`src/rtl/keypad_scanner.sv`:
```
// keypad_scanner: 4x4 matrix scan with press/release debounce, latched key code, valid/ack handshake and irq pulse.
module keypad_scanner #(
    parameter int SCAN_DIV       = 4,
    parameter int DEBOUNCE_SCANS = 3
) (
    input  logic       clk,
    input  logic       clr,
    output logic [3:0] key_col_en,
    input  logic [3:0] key_row,
    output logic [3:0] key_code,
    output logic       key_valid,
    input  logic       key_ack,
    output logic       key_irq,
    output logic       overrun
);
    localparam int CW = $clog2(SCAN_DIV);
    localparam logic [CW-1:0] LAST = CW'(SCAN_DIV - 1);
    localparam logic [3:0] NS = 4'(DEBOUNCE_SCANS);
    typedef enum logic [1:0] {IDLE, DEBOUNCE, PRESSED, RELEASE} state_t;
    logic [3:0] row_meta, row_sync;
    logic [CW-1:0] dwell;
    logic [1:0] col;
    logic [11:0] snap;
    logic [15:0] keys;
    logic [4:0] nset;
    logic [3:0] code;
    logic tick, empty, single, accept;
    state_t state, state_n;
    logic [3:0] cand, cand_n, match, match_n, rel, rel_n;

    assign key_col_en = ~(4'b0001 << col);
    assign tick = dwell == LAST && col == 2'd3;
    assign empty = nset == 5'd0;
    assign single = nset == 5'd1;

    // columns 0..2 shift in from the top, so snap[c*4 +: 4] holds column c at scan end
    always_ff @(posedge clk or posedge clr) begin
        if (clr) begin
            row_meta <= '1;
            row_sync <= '1;
            dwell    <= '0;
            col      <= '0;
            snap     <= '0;
        end else begin
            row_meta <= key_row;
            row_sync <= row_meta;
            dwell    <= dwell == LAST ? '0 : dwell + 1'b1;
            if (dwell == LAST) begin
                col <= col + 2'd1;
                if (col != 2'd3) snap <= {~row_sync, snap[11:4]};
            end
        end
    end

    always_comb begin
        keys = '0;
        for (int r = 0; r < 4; r++) begin
            keys[r*4]   = snap[r];
            keys[r*4+1] = snap[4+r];
            keys[r*4+2] = snap[8+r];
            keys[r*4+3] = ~row_sync[r];
        end
    end

    always_comb begin
        nset = '0;
        code = '0;
        for (int i = 0; i < 16; i++) begin
            nset = nset + 5'(keys[i]);
            if (keys[i]) code = 4'(i);
        end
    end

    always_ff @(posedge clk or posedge clr) begin
        if (clr) begin
            state <= IDLE;
            cand  <= '0;
            match <= '0;
            rel   <= '0;
        end else begin
            state <= state_n;
            cand  <= cand_n;
            match <= match_n;
            rel   <= rel_n;
        end
    end

    always_comb begin
        state_n = state;
        cand_n  = cand;
        match_n = match;
        rel_n   = rel;
        if (tick) begin
            case (state)
                IDLE: if (single) begin
                    cand_n  = code;
                    match_n = 4'd1;
                    state_n = NS == 4'd1 ? PRESSED : DEBOUNCE;
                end
                DEBOUNCE: if (!single) state_n = IDLE;
                else if (code != cand) begin
                    cand_n  = code;
                    match_n = 4'd1;
                end else begin
                    match_n = match + 4'd1;
                    state_n = match + 4'd1 == NS ? PRESSED : DEBOUNCE;
                end
                PRESSED: if (empty) begin
                    rel_n   = 4'd1;
                    state_n = NS == 4'd1 ? IDLE : RELEASE;
                end
                RELEASE: if (!empty) state_n = PRESSED;
                else begin
                    rel_n   = rel + 4'd1;
                    state_n = rel + 4'd1 == NS ? IDLE : RELEASE;
                end
                default: state_n = IDLE;
            endcase
        end
    end

    always_comb begin
        accept = tick && single &&
                 ((state == IDLE && NS == 4'd1) ||
                  (state == DEBOUNCE && code == cand && match + 4'd1 == NS));
    end

    always_ff @(posedge clk or posedge clr) begin
        if (clr) begin
            key_code  <= '0;
            key_valid <= 1'b0;
            key_irq   <= 1'b0;
            overrun   <= 1'b0;
        end else begin
            key_irq <= accept;
            if (accept && (!key_valid || key_ack)) begin
                key_code  <= code;
                key_valid <= 1'b1;
                overrun   <= 1'b0;
            end else if (accept) begin
                overrun <= 1'b1;
            end else if (key_ack && key_valid) begin
                key_valid <= 1'b0;
                overrun   <= 1'b0;
            end
        end
    end
endmodule
```
`config.mk`:
```
export PLATFORM = sky130hd
export DESIGN_NAME = keypad_scanner
export DESIGN_NICKNAME = d
export VERILOG_FILES = /design/src/rtl/keypad_scanner.sv
export SDC_FILE = /design/constraint.sdc
export NUM_CORES = 1
export LEC_CHECK = 0
export ABC_CLOCK_PERIOD_IN_PS = 6450
export CORE_UTILIZATION = 50
export CTS_CLUSTER_SIZE = 40
export DETAILED_ROUTE_END_ITERATION = 16
export PLACE_DENSITY = 0.68
export SYNTH_ARGS = -nofsm -noshare
export SYNTH_HDL_FRONTEND = slang
export SYNTH_SLANG_ARGS = --single-unit
```
`constraint.sdc`:
```
create_clock -name clk -period 6.45 [get_ports clk]
set_clock_uncertainty 0.2 [all_clocks]
set_input_delay 0.9675 -clock clk [delete_from_list [all_inputs] [get_ports clk]]
set_output_delay 0.9675 -clock clk [all_outputs]
set_load 0.01 [all_outputs]
```
==> metrics.txt <==
# TYPE chip_impl_metric gauge
chip_impl_metric{name="timing.final.hold_violations",unit=""} 0
chip_impl_metric{name="utilization",unit=""} 0.587
chip_impl_metric{name="postSynthAreaPerCell",unit="um2"} 10.2
chip_impl_metric{name="clk_latency",unit="ns"} 0.30
chip_impl_info{name="r2r_start",value="snap[7]"} 1
chip_impl_metric{name="power_density",unit="nW/um2"} 238
chip_impl_metric{name="io_buffer_count",unit=""} 17
chip_impl_info{name="outcome",value="complete, no violations"} 1
chip_impl_metric{name="nNetsFinal",unit=""} 315
chip_impl_metric{name="grt_first_pass_wirelength",unit="um"} 8440
chip_impl_metric{name="die_area",unit="um2"} 5730
chip_impl_info{name="clock-root-buffer",value="sky130_fd_sc_hd__clkbuf_8"} 1
chip_impl_metric{name="routed-via-count",unit=""} 1916
chip_impl_metric{name="post_route_cells_drive_above_1_share",unit=""} 0.137
chip_impl_metric{name="post_synth_edffs",unit=""} 0
chip_impl_info{name="layout_common_cells",value="sky130_fd_sc_hd__dfrtp_1, sky130_fd_sc_hd__inv_1, sky130_fd_sc_hd__nand2_1"} 1
chip_impl_metric{name="detailedRoute.firstIterationViolations",unit=""} 121
chip_impl_metric{name="setup-tns-final",unit="ns"} 0
chip_impl_metric{name="routed_wirelength",unit="um"} 4960
chip_impl_metric{name="numPlacedInstances",unit=""} 347
chip_impl_metric{name="worst_ir_drop_vdd",unit="uV"} 111
chip_impl_metric{name="area_growth",unit="%"} 11.7
chip_impl_info{name="synth_ff_type",value="sky130_fd_sc_hd__dfrtp_1"} 1
chip_impl_info{name="end_kind",value="register"} 1
chip_impl_metric{name="die_h",unit="um"} 75.7
chip_impl_metric{name="slew-limit-headroom",unit=""} 0.386
chip_impl_metric{name="syn-cell-area",unit="um2"} 2720
chip_impl_metric{name="setup.reg_to_reg.worst_slack",unit="ns"} 1.00
chip_impl_metric{name="report.final.slew_viol_count",unit=""} 0
chip_impl_metric{name="syn-num-nets",unit=""} 297
chip_impl_metric{name="placementRows",unit=""} 26
chip_impl_metric{name="synth-seq-cells",unit=""} 45
chip_impl_metric{name="async_flop_share",unit=""} 1.00
chip_impl_metric{name="cts_post_setup_buffers_inserted",unit=""} 0
chip_impl_metric{name="timing.max_cap.violations",unit=""} 0
chip_impl_metric{name="slew_of_the_pin_with_the_lowest_slew_margin",unit="ns"} 0.920
chip_impl_metric{name="first_global_vias",unit=""} 1757
chip_impl_metric{name="cts_made_buffers",unit=""} 5
chip_impl_metric{name="final-setup-viol-count",unit=""} 0
chip_impl_metric{name="detail_route.wl_per_cell",unit="um"} 14.0
chip_impl_metric{name="cts_hold_repair.buffers",unit=""} 0
chip_impl_metric{name="cts.path.max_buffers",unit=""} 2
chip_impl_metric{name="cts_max_level",unit=""} 2
chip_impl_metric{name="share_of_the_cycle_needed_by_the_critical_path_after_routing",unit=""} 0.845
chip_impl_metric{name="grt_overflow_total",unit=""} 0
chip_impl_metric{name="antenna_cells_inserted",unit=""} 0
chip_impl_metric{name="hold-path-cell-count",unit=""} 0
chip_impl_info{name="hp-start",value="row_meta[3]"} 1
chip_impl_metric{name="netlist-cell-type-count",unit=""} 58
chip_impl_info{name="criticalPathCategory",value="reg2reg"} 1
chip_impl_metric{name="floorplan.initialDensity",unit=""} 0.525
chip_impl_info{name="rsz_0062_raised_after_global_routing",value="false"} 1
chip_impl_metric{name="placeableCoreArea",unit="um2"} 5170
chip_impl_metric{name="antenna_found_initial",unit=""} 0
chip_impl_metric{name="pin_count",unit=""} 18
chip_impl_metric{name="first_pass_iters",unit=""} 4
chip_impl_metric{name="critPathRequiredTime",unit="ns"} 6.44
chip_impl_metric{name="synth-seq-area-share",unit=""} 0.418
chip_impl_info{name="layout_commonest_cell",value="sky130_fd_sc_hd__dfrtp_1"} 1
chip_impl_metric{name="peak_clock_frequency_supported_by_timing",unit="GHz"} 0.184
chip_impl_metric{name="crit_fanout",unit=""} 7
chip_impl_metric{name="ys.warnings.count",unit=""} 0
chip_impl_metric{name="clkSlewWorstSetupHoldPaths",unit="ns"} 0.08
chip_impl_metric{name="die_width",unit="um"} 75.7
chip_impl_metric{name="gpl.final_weighted_congestion",unit=""} 0.820
chip_impl_metric{name="remaining_drc_errors",unit=""} 0
chip_impl_metric{name="dp_hpwl",unit="um"} 3660
chip_impl_metric{name="grt_max_degree",unit=""} 46
chip_impl_metric{name="cts-resized-gates",unit=""} 0
chip_impl_metric{name="critical_path_arrival",unit="ns"} 5.44
chip_impl_metric{name="static-leakage-power",unit="uW"} 0.00141
chip_impl_info{name="regToRegEndpoint",value="key_code[2]"} 1
chip_impl_metric{name="min_period",unit="ns"} 5.45
chip_impl_metric{name="final_antenna_violating_net_count",unit=""} 0
chip_impl_info{name="worst_hold_endpoint",value="row_sync[3]"} 1
chip_impl_metric{name="synth_cells",unit=""} 266
chip_impl_metric{name="layoutNonFillerInstCount",unit=""} 355
chip_impl_info{name="startpoint_type",value="register"} 1
chip_impl_metric{name="clkSinkCount",unit=""} 45
chip_impl_info{name="hold_class",value="reg2reg"} 1
chip_impl_metric{name="worst-r2r-cell-count",unit=""} 16
chip_impl_metric{name="grt_util_all_layers",unit=""} 0.198
chip_impl_metric{name="via_per_inst",unit=""} 5.40
chip_impl_info{name="cts_tree",value="built"} 1
[cell families (layout without fill, tap and decap cells)]
kind of cell,Yosys count,count (layout),share of synthesized area
compound gates,59,59,0.164
buf+inv,43,62,0.0612
xor+xnor,3,3,0.00967
simple gates,83,83,0.172
mux,9,9,0.0368
flops,45,45,0.418
fa+ha+maj,24,24,0.138
[synthesized netlist by cell type (2+ instances only)]
library cell / number / area (um2)
sky130_fd_sc_hd__dfrtp_1: 37 / 926
sky130_fd_sc_hd__nand4_1: 2 / 12.5
sky130_fd_sc_hd__a21o_1: 3 / 22.5
sky130_fd_sc_hd__nor4b_1: 3 / 26.3
sky130_fd_sc_hd__xor2_1: 3 / 26.3
sky130_fd_sc_hd__nor3_1: 3 / 15.0
sky130_fd_sc_hd__nor2b_1: 6 / 37.5
sky130_fd_sc_hd__a211oi_1: 2 / 15.0
sky130_fd_sc_hd__or4b_2: 2 / 20.0
sky130_fd_sc_hd__nand2b_1: 4 / 25.0
sky130_fd_sc_hd__fa_1: 10 / 200
sky130_fd_sc_hd__buf_1: 2 / 7.51
sky130_fd_sc_hd__a21oi_1: 7 / 35.0
sky130_fd_sc_hd__and3_1: 3 / 18.8
sky130_fd_sc_hd__and2_1: 4 / 25.0
sky130_fd_sc_hd__or2_2: 5 / 31.3
sky130_fd_sc_hd__inv_1: 37 / 139
sky130_fd_sc_hd__o21ai_0: 21 / 105
sky130_fd_sc_hd__mux2_2: 8 / 90.1
sky130_fd_sc_hd__dfstp_2: 8 / 210
sky130_fd_sc_hd__nand2_1: 27 / 101
sky130_fd_sc_hd__clkbuf_1: 2 / 7.51
sky130_fd_sc_hd__or3_1: 3 / 18.8
sky130_fd_sc_hd__o41ai_1: 3 / 26.3
sky130_fd_sc_hd__a22o_1: 3 / 26.3
sky130_fd_sc_hd__ha_1: 14 / 175
sky130_fd_sc_hd__a211oi_2: 2 / 25.0
sky130_fd_sc_hd__nor2_1: 6 / 22.5
sky130_fd_sc_hd__nand3_1: 7 / 35.0
[worst max-delay path by stage]
stage / cells past startpoint / to / slack (ns) / start
global placement: 16 / key_code[2] / 1.11 / snap[7]
CTS: 16 / key_code[0] / 1.00 / snap[7]
global route: 16 / key_code[2] / 0.71 / snap[7]
finish: 16 / key_code[2] / 1.00 / snap[7]
detailed placement: 16 / key_code[0] / 1.06 / snap[7]
floorplan: 16 / key_code[0] / 1.41 / snap[0]
[layout make-up]
class | instances | area, um2
Fill cell | 444 | 2140
Multi-Input combinational cell | 178 | 1420
Sequential cell | 45 | 1140
Timing Repair Buffer | 17 | 170
Inverter | 37 | 139
Tap cell | 70 | 87.6
Clock buffer | 6 | 72.6
Clock inverter | 2 | 15.0
[routing by layer]
metal	vias up	GRT usage	routed length (um)
li1	949	-	-
met1	925	0.273	2450
met2	35	0.321	2290
met3	7	0.0397	157
met4	0	0.0494	59
met5	-	0	0
[through the flow]
step                power [uW]  cell area, um2  worst slack (ns)  hold slack [ns]
global route               771            3040             0.713            0.161
CTS                        728            3040              1.00            0.159
finish                     722            3040              1.00            0.158
global placement           542            2950              1.11            0.145
floorplan                  498            2720              1.41            0.145
detailed placement         551            2950              1.06            0.147
[state kept, by name (all words and copies together), names as in the netlist, 2 cells and up]
signal    count
row_sync      4
dwell         2
match         4
col           2
rel           4
key_code      4
cand          4
snap         12
state         2
row_meta      4
[critical path, stage by stage (launching register included)]
cell and delay [ns]:
sky130_fd_sc_hd__dfrtp_1 0.46, sky130_fd_sc_hd__inv_1 0.13, sky130_fd_sc_hd__fa_1 0.48, sky130_fd_sc_hd__fa_1 0.49
sky130_fd_sc_hd__inv_1 0.05, sky130_fd_sc_hd__fa_1 0.50, sky130_fd_sc_hd__inv_1 0.05, sky130_fd_sc_hd__fa_1 0.47
sky130_fd_sc_hd__inv_1 0.04, sky130_fd_sc_hd__ha_1 0.20, sky130_fd_sc_hd__fa_1 0.44, sky130_fd_sc_hd__or3_1 0.34
sky130_fd_sc_hd__a211oi_2 0.38, sky130_fd_sc_hd__nand3_1 0.20, sky130_fd_sc_hd__nand4b_1 0.28, sky130_fd_sc_hd__nor3_4 0.27
sky130_fd_sc_hd__mux2_2 0.36
[power by group]
group	total, uW	leakage [uW]	internal [uW]	switching [uW]
Sequential	327	0.000560	302	25.1
Clock	173	0.0000374	76.4	97.1
Combinational	222	0.000808	93.3	129
Total	722	0.00141	471	251
(Power assumes the default switching activity.)
